**src/rtl/vga_box_plot_ctrl_if.sv**
```systemverilog
// Pixel-port bundle for the box/clear sequencer: request side (origin load, draw, clear)
// and pixel side (x, y, colour, plot strobe, busy, done).
interface vga_box_plot_ctrl_if;
  logic       ld_x;
  logic       ld_y;
  logic [6:0] data_in;
  logic [2:0] colour_in;
  logic       draw;
  logic       clear;
  logic [7:0] x;
  logic [6:0] y;
  logic [2:0] colour;
  logic       plot;
  logic       busy;
  logic       done;

  // master: the sequencer driving the pixel port
  modport master (
    input  ld_x, ld_y, data_in, colour_in, draw, clear,
    output x, y, colour, plot, busy, done
  );

  // slave: the requester / frame-buffer writer side
  modport slave (
    output ld_x, ld_y, data_in, colour_in, draw, clear,
    input  x, y, colour, plot, busy, done
  );
endinterface

```
**src/rtl/vga_box_plot_ctrl.sv**
```systemverilog
// Box-draw / screen-clear pixel sequencer: first plot one cycle after the request, one pixel
// per cycle, done the cycle after the last plot; requests and origin loads are dropped while busy.
module vga_box_plot_ctrl #(
  parameter int BOX_W    = 4,
  parameter int BOX_H    = 4,
  parameter int SCREEN_W = 160,
  parameter int SCREEN_H = 120
) (
  input  logic                  CLOCK_50,
  input  logic                  resetn,
  vga_box_plot_ctrl_if.master   bus
);

  localparam logic [7:0] BOX_X_LAST = 8'(BOX_W - 1);
  localparam logic [6:0] BOX_Y_LAST = 7'(BOX_H - 1);
  localparam logic [7:0] SCR_X_LAST = 8'(SCREEN_W - 1);
  localparam logic [6:0] SCR_Y_LAST = 7'(SCREEN_H - 1);
  localparam logic [8:0] SCR_W9     = 9'(SCREEN_W);
  localparam logic [7:0] SCR_H8     = 8'(SCREEN_H);

  typedef enum logic [1:0] {IDLE, DRAW, CLEAR, DONE} state_t;

  state_t     state;
  logic [7:0] x_org;
  logic [6:0] y_org;
  logic [7:0] cx;
  logic [6:0] cy;
  logic [2:0] col_r;

  // Sums carry one extra bit so a box hanging off the bottom/right edge clips
  // instead of wrapping back onto the screen.
  logic [8:0] sum_x;
  logic [7:0] sum_y;
  logic       on_screen;

  assign sum_x     = {1'b0, x_org} + {1'b0, cx};
  assign sum_y     = {1'b0, y_org} + {1'b0, cy};
  assign on_screen = (sum_x < SCR_W9) && (sum_y < SCR_H8);

  always_ff @(posedge CLOCK_50 or negedge resetn) begin
    if (!resetn) begin
      state      <= IDLE;
      x_org      <= '0;
      y_org      <= '0;
      cx         <= '0;
      cy         <= '0;
      col_r      <= '0;
      bus.x      <= '0;
      bus.y      <= '0;
      bus.colour <= '0;
      bus.plot   <= 1'b0;
      bus.busy   <= 1'b0;
      bus.done   <= 1'b0;
    end else begin
      bus.plot <= 1'b0;
      bus.done <= 1'b0;
      case (state)
        IDLE: begin
          if (bus.ld_x) x_org <= {1'b0, bus.data_in};
          if (bus.ld_y) y_org <= bus.data_in;
          cx <= '0;
          cy <= '0;
          if (bus.clear) begin
            state    <= CLEAR;
            bus.busy <= 1'b1;
          end else if (bus.draw) begin
            state    <= DRAW;
            col_r    <= bus.colour_in;
            bus.busy <= 1'b1;
          end
        end

        DRAW: begin
          // Clipped pixels use their cycle but leave the pixel outputs untouched.
          if (on_screen) begin
            bus.x      <= sum_x[7:0];
            bus.y      <= sum_y[6:0];
            bus.colour <= col_r;
            bus.plot   <= 1'b1;
          end
          if (cx == BOX_X_LAST) begin
            cx <= '0;
            if (cy == BOX_Y_LAST) begin
              state    <= DONE;
              bus.busy <= 1'b0;
            end else begin
              cy <= cy + 7'd1;
            end
          end else begin
            cx <= cx + 8'd1;
          end
        end

        CLEAR: begin
          bus.x      <= cx;
          bus.y      <= cy;
          bus.colour <= '0;
          bus.plot   <= 1'b1;
          if (cx == SCR_X_LAST) begin
            cx <= '0;
            if (cy == SCR_Y_LAST) begin
              state    <= DONE;
              bus.busy <= 1'b0;
            end else begin
              cy <= cy + 7'd1;
            end
          end else begin
            cx <= cx + 8'd1;
          end
        end

        DONE: begin
          bus.done <= 1'b1;
          state    <= IDLE;
        end

        default: state <= IDLE;
      endcase
    end
  end

endmodule

```
**src/flat_wrapper.sv**
```systemverilog
// flat-port wrapper written by rule: the top's interface ports become plain ports
module vga_box_plot_ctrl_flat 
#(
  parameter int BOX_W    = 4,
  parameter int BOX_H    = 4,
  parameter int SCREEN_W = 160,
  parameter int SCREEN_H = 120
)
  (CLOCK_50, resetn, bus_ld_x, bus_ld_y, bus_data_in, bus_colour_in, bus_draw, bus_clear, bus_x, bus_y, bus_colour, bus_plot, bus_busy, bus_done);
  vga_box_plot_ctrl_if bus_i ();
  input  logic CLOCK_50;
  input  logic resetn;
  input wire logic [$bits(bus_i.ld_x)-1:0] bus_ld_x;
  input wire logic [$bits(bus_i.ld_y)-1:0] bus_ld_y;
  input wire logic [$bits(bus_i.data_in)-1:0] bus_data_in;
  input wire logic [$bits(bus_i.colour_in)-1:0] bus_colour_in;
  input wire logic [$bits(bus_i.draw)-1:0] bus_draw;
  input wire logic [$bits(bus_i.clear)-1:0] bus_clear;
  output wire logic [$bits(bus_i.x)-1:0] bus_x;
  output wire logic [$bits(bus_i.y)-1:0] bus_y;
  output wire logic [$bits(bus_i.colour)-1:0] bus_colour;
  output wire logic [$bits(bus_i.plot)-1:0] bus_plot;
  output wire logic [$bits(bus_i.busy)-1:0] bus_busy;
  output wire logic [$bits(bus_i.done)-1:0] bus_done;
  assign bus_i.ld_x = bus_ld_x;
  assign bus_i.ld_y = bus_ld_y;
  assign bus_i.data_in = bus_data_in;
  assign bus_i.colour_in = bus_colour_in;
  assign bus_i.draw = bus_draw;
  assign bus_i.clear = bus_clear;
  assign bus_x = bus_i.x;
  assign bus_y = bus_i.y;
  assign bus_colour = bus_i.colour;
  assign bus_plot = bus_i.plot;
  assign bus_busy = bus_i.busy;
  assign bus_done = bus_i.done;
  vga_box_plot_ctrl #(.BOX_W(BOX_W), .BOX_H(BOX_H), .SCREEN_W(SCREEN_W), .SCREEN_H(SCREEN_H)) u_core (.CLOCK_50(CLOCK_50), .resetn(resetn), .bus(bus_i));
endmodule
```
**config.mk**
```make
export PLATFORM = sky130hd
export DESIGN_NAME = vga_box_plot_ctrl_flat
export DESIGN_NICKNAME = d
export VERILOG_FILES = /design/src/rtl/vga_box_plot_ctrl_if.sv /design/src/rtl/vga_box_plot_ctrl.sv /design/src/flat_wrapper.sv
export SDC_FILE = /design/constraint.sdc
export NUM_CORES = 1
export LEC_CHECK = 0
export ABC_AREA = 1
export CORE_MARGIN = 2
export CORE_UTILIZATION = 40
export DETAILED_ROUTE_END_ITERATION = 7
export GPL_ROUTABILITY_DRIVEN = 1
export PLACE_DENSITY = 0.64
export SETUP_SLACK_MARGIN = 0.1
export SLEW_MARGIN = 30
export SYNTH_ARGS = -nofsm -noshare
export SYNTH_HDL_FRONTEND = slang
export SYNTH_SLANG_ARGS = --single-unit
```
**constraint.sdc**
```tcl
create_clock -name CLOCK_50 -period 3.2 [get_ports CLOCK_50]
set_clock_uncertainty 0.15 [all_clocks]
set_input_delay 0.48 -clock CLOCK_50 [delete_from_list [all_inputs] [get_ports CLOCK_50]]
set_output_delay 0.48 -clock CLOCK_50 [all_outputs]
set_load 0.005 [all_outputs]
```
==> impl_metrics.env <==
export IMPL_synth_top_area_cell="sky130_fd_sc_hd__dfrtp_1"
export IMPL_synth_sequential_area_ratio_pct=40.7
export IMPL_maximum_number_of_pins_on_one_net_before_global_route_repair=32
export IMPL_ys_ff_latch=55
export IMPL_final_min_period_over_clock_period_pct=79.3
export IMPL_flow_area_growth_from_synthesis_pct=15.7
export IMPL_detailed_place_area_sq_um=3820
export IMPL_grt_pass1_vias=2772
export IMPL_yosys_area_top_type_share_pct=40.7
export IMPL_multi_input_area_sq_um=1720
export IMPL_leakage_uw=0.00194
export IMPL_run_status="finished, final reports clean"
export IMPL_int_pwr_uw=865
export IMPL_worst_ir_drop_vdd_uv=176
export IMPL_design_area_sq_um=3910
export IMPL_grt_ovfl_total=0
export IMPL_max_cap_violations=0
export IMPL_design_core_area_sq_um=8220
export IMPL_htreeDepth=2
export IMPL_hold_viol_final=0
export IMPL_finalWeightedCongestion=0.938
export IMPL_overall_die_area_sq_um=9200
export IMPL_number_of_sinks_on_the_clock_net=55
export IMPL_chipHeight_um=95.9
export IMPL_dp_final_hpwl_um=5970
export IMPL_timing_final_crit_period_ps=2540
export IMPL_wl_cell_um=13.3
export IMPL_drive_above_1_share_pct=7.45
export IMPL_ioPinCount=37
export IMPL_worst_margin_pin_slew_ps=595
export IMPL_cts_path_max_buffers=2
export IMPL_core_rows=33
export IMPL_clkLatencyLatePin_ps=320
export IMPL_pwr_cell_area_nw_per_um2=286
export IMPL_initial_antenna_violation_count=0
export IMPL_remaining_drc_errors=0
export IMPL_initial_core_util_pct=41.1
export IMPL_final_max_slew_violation_count=0
export IMPL_yosys_warnings=0
export IMPL_clock_power_share_pct=34.7
export IMPL_drt_antenna_violating_nets=0
export IMPL_wire_length_of_the_first_global_routing_pass_um=13200
export IMPL_net_switching_power_uw=254
export IMPL_worst_ep_required_time_ps=3310
export IMPL_clock_tree_from_tritoncts="built"
export IMPL_hold_buffers=0
export IMPL_mappedNetlistNets=484
export IMPL_criticalPathCategory="reg -> reg"
export IMPL_seqCellArea_sq_um=1380
export IMPL_buffer_ports_inserted=36
export IMPL_cts_resized_gates=0
export IMPL_drt_first_pass_iters=5
export IMPL_post_synth_cell_area_avg_sq_um=7.58
export IMPL_final_wirelength_um=7820
export IMPL_post_cts_repair_setup_buffers=0
export IMPL_final_setup_tns_ps=0
export IMPL_worst_endpoint_arrival_ps=2650
export IMPL_numCtsBuffers=5
export IMPL_worst_setup_path_end_kind="flop"
export IMPL_power_share_combinational_pct=3.2
export IMPL_ys_types=33
export IMPL_postSynthCellCount=446
export IMPL_setup_viol=0
export IMPL_crit_path_start_kind="flop"
export IMPL_design_final_nets=520
export IMPL_grt_usage_pct=18.6
export IMPL_timing_hold_ws_ps=11.2
export IMPL_fillerInstances=839
export IMPL_antenna_cells_inserted=0
export IMPL_clockRootBuffer="sky130_fd_sc_hd__clkbuf_8"
export IMPL_rsz0062_at_grt="false"
export IMPL_hold_path_class="in -> async"
export IMPL_cts_reportedPaths_clkPinSlew_ps=100
export IMPL_drt_iter0_markers=150
export IMPL_timing_max_slew_rel_slack_pct=60.3
export IMPL_timing_critical_path_fanout_max=18
export IMPL_sw_frac_of_total_pct=22.7
export IMPL_vias_per_cell=4.94
export IMPL_via_count=2902
export IMPL_fp_dieW_um=95.9
export IMPL_ys_top_cells_by_area="sky130_fd_sc_hd__dfrtp_1 (41%), sky130_fd_sc_hd__nand2_1 (16%), sky130_fd_sc_hd__ha_1 (7.4%)"
export IMPL_synth_area_sq_um=3380
export IMPL_share_seq_of_total_power_pct=62.1
export IMPL_max_freq_mhz=394
## layer usage
| metal | vias up | GRT usage (%) | routed length, um |
|---|---|---|---|
| li1 | 1506 | - | - |
| met4 | 0 | 5.00 | 110 |
| met1 | 1320 | 25.9 | 3920 |
| met5 | - | 0 | 0 |
| met3 | 10 | 2.98 | 309 |
| met2 | 66 | 30.2 | 3480 |
## cells in the mapped netlist
cell type and n:
sky130_fd_sc_hd__or2_1 1, sky130_fd_sc_hd__a211oi_1 1, sky130_fd_sc_hd__o21ai_0 27, sky130_fd_sc_hd__buf_8 1, sky130_fd_sc_hd__clkbuf_1 6, sky130_fd_sc_hd__nor4_1 2, sky130_fd_sc_hd__buf_4 1, sky130_fd_sc_hd__o211ai_1 1
sky130_fd_sc_hd__buf_6 2, sky130_fd_sc_hd__nand3_1 25, sky130_fd_sc_hd__clkinv_1 2, sky130_fd_sc_hd__xor2_1 7, sky130_fd_sc_hd__inv_1 48, sky130_fd_sc_hd__nand4_1 8, sky130_fd_sc_hd__nand2_2 3, sky130_fd_sc_hd__nand3b_1 3
sky130_fd_sc_hd__o22ai_1 3, sky130_fd_sc_hd__a21oi_2 2, sky130_fd_sc_hd__nor2_1 33, sky130_fd_sc_hd__dfrtp_1 55, sky130_fd_sc_hd__nand2_1 143, sky130_fd_sc_hd__ha_1 20, sky130_fd_sc_hd__fa_1 2, sky130_fd_sc_hd__nor3_1 3
sky130_fd_sc_hd__o21a_1 2, sky130_fd_sc_hd__a31oi_1 2, sky130_fd_sc_hd__inv_2 7, sky130_fd_sc_hd__buf_2 1, sky130_fd_sc_hd__nor3_4 1, sky130_fd_sc_hd__a21oi_1 13, sky130_fd_sc_hd__and2_4 1, sky130_fd_sc_hd__nand3_2 10
sky130_fd_sc_hd__o21ai_1 10
## layout by cell type (no fill, tap or decap), drive strengths merged, types with 2 or more instances in the layout
cell,instances
a21oi,15
a31oi,2
buf,5
clkbuf,6
clkdlybuf4s50,35
clkinv,3
dfrtp,55
fa,2
ha,20
inv,55
nand2,146
nand3,35
nand3b,3
nand4,8
nor2,33
nor3,4
nor4,2
o21a,2
o21ai,37
o22ai,3
xor2,7
## state kept, by name, indices dropped and copies added, names as in the netlist
register           cells
u_core.bus.colour      3
u_core.state           2
u_core.y_org           7
u_core.bus.busy        1
u_core.col_r           3
u_core.x_org           7
u_core.bus.x           8
u_core.cx              8
u_core.cy              7
u_core.bus.plot        1
u_core.bus.done        1
u_core.bus.y           7
## cell type report
type	count	share of cell area, %
Clock inverter	2	0.320
Tap cell	105	3.36
Inverter	57	5.47
Multi-Input combinational cell	323	43.9
Sequential cell	55	35.2
Timing Repair Buffer	40	9.86
Clock buffer	6	1.86
## cell families after synthesis
| kind of cell | synth area share, % |
|---|---|
| fa+ha+maj | 8.59 |
| buf+inv | 8.48 |
| simple gates | 30.7 |
| xor+xnor | 1.81 |
| compound gates | 9.74 |
| flops | 40.7 |
## path summary, 6_finish.rpt
kind	depth (start not counted)	slack (ps)	start	end
min reg2reg	2	360	u_core.x_org[2]	u_core.x_org[2]
max reg2reg	16	660	u_core.cx[0]	u_core.bus.y[0]
max	16	660	u_core.cx[0]	u_core.bus.y[0]
max in group asynchronous	2	2070	resetn	u_core.bus.x[4]
min	1	10	resetn	u_core.x_org[2]
min in group CLOCK_50	2	360	u_core.x_org[2]	u_core.x_org[2]
## critical path, stage by stage, from the launching register on
cell	delay, ps
sky130_fd_sc_hd__dfrtp_1	470
sky130_fd_sc_hd__ha_1	210
sky130_fd_sc_hd__inv_1	60
sky130_fd_sc_hd__fa_1	400
sky130_fd_sc_hd__inv_1	70
sky130_fd_sc_hd__nand2_1	60
sky130_fd_sc_hd__nand2_1	80
sky130_fd_sc_hd__nand3_1	90
sky130_fd_sc_hd__nand2_1	70
sky130_fd_sc_hd__nand2_1	50
sky130_fd_sc_hd__nand2_1	70
sky130_fd_sc_hd__nand2_1	50
sky130_fd_sc_hd__nand2_1	100
sky130_fd_sc_hd__nand3_2	100
sky130_fd_sc_hd__nand2_2	260
sky130_fd_sc_hd__nand2_1	110
sky130_fd_sc_hd__nand2_1	70
## metrics by stage
stage	setup WS (ps)	power (uW)	instances	utilization, %
floorplan	971	711	446	-
global route	396	1170	588	47.6
finish	661	1120	588	47.6
global placement	735	746	580	46.5
CTS	650	1130	588	47.6
detailed placement	680	746	580	46.5
## power by group through the flow
stage	Sequential (uW)	Clock, uW	Combinational (uW)
after floorplan	708	0	2.50
after global routing	695	432	41.1
after global placement	708	0	37.6
after CTS	695	402	37.9
final	694	388	36.3
after detailed placement	708	0	37.7
Power figures use the tool's default switching activity.
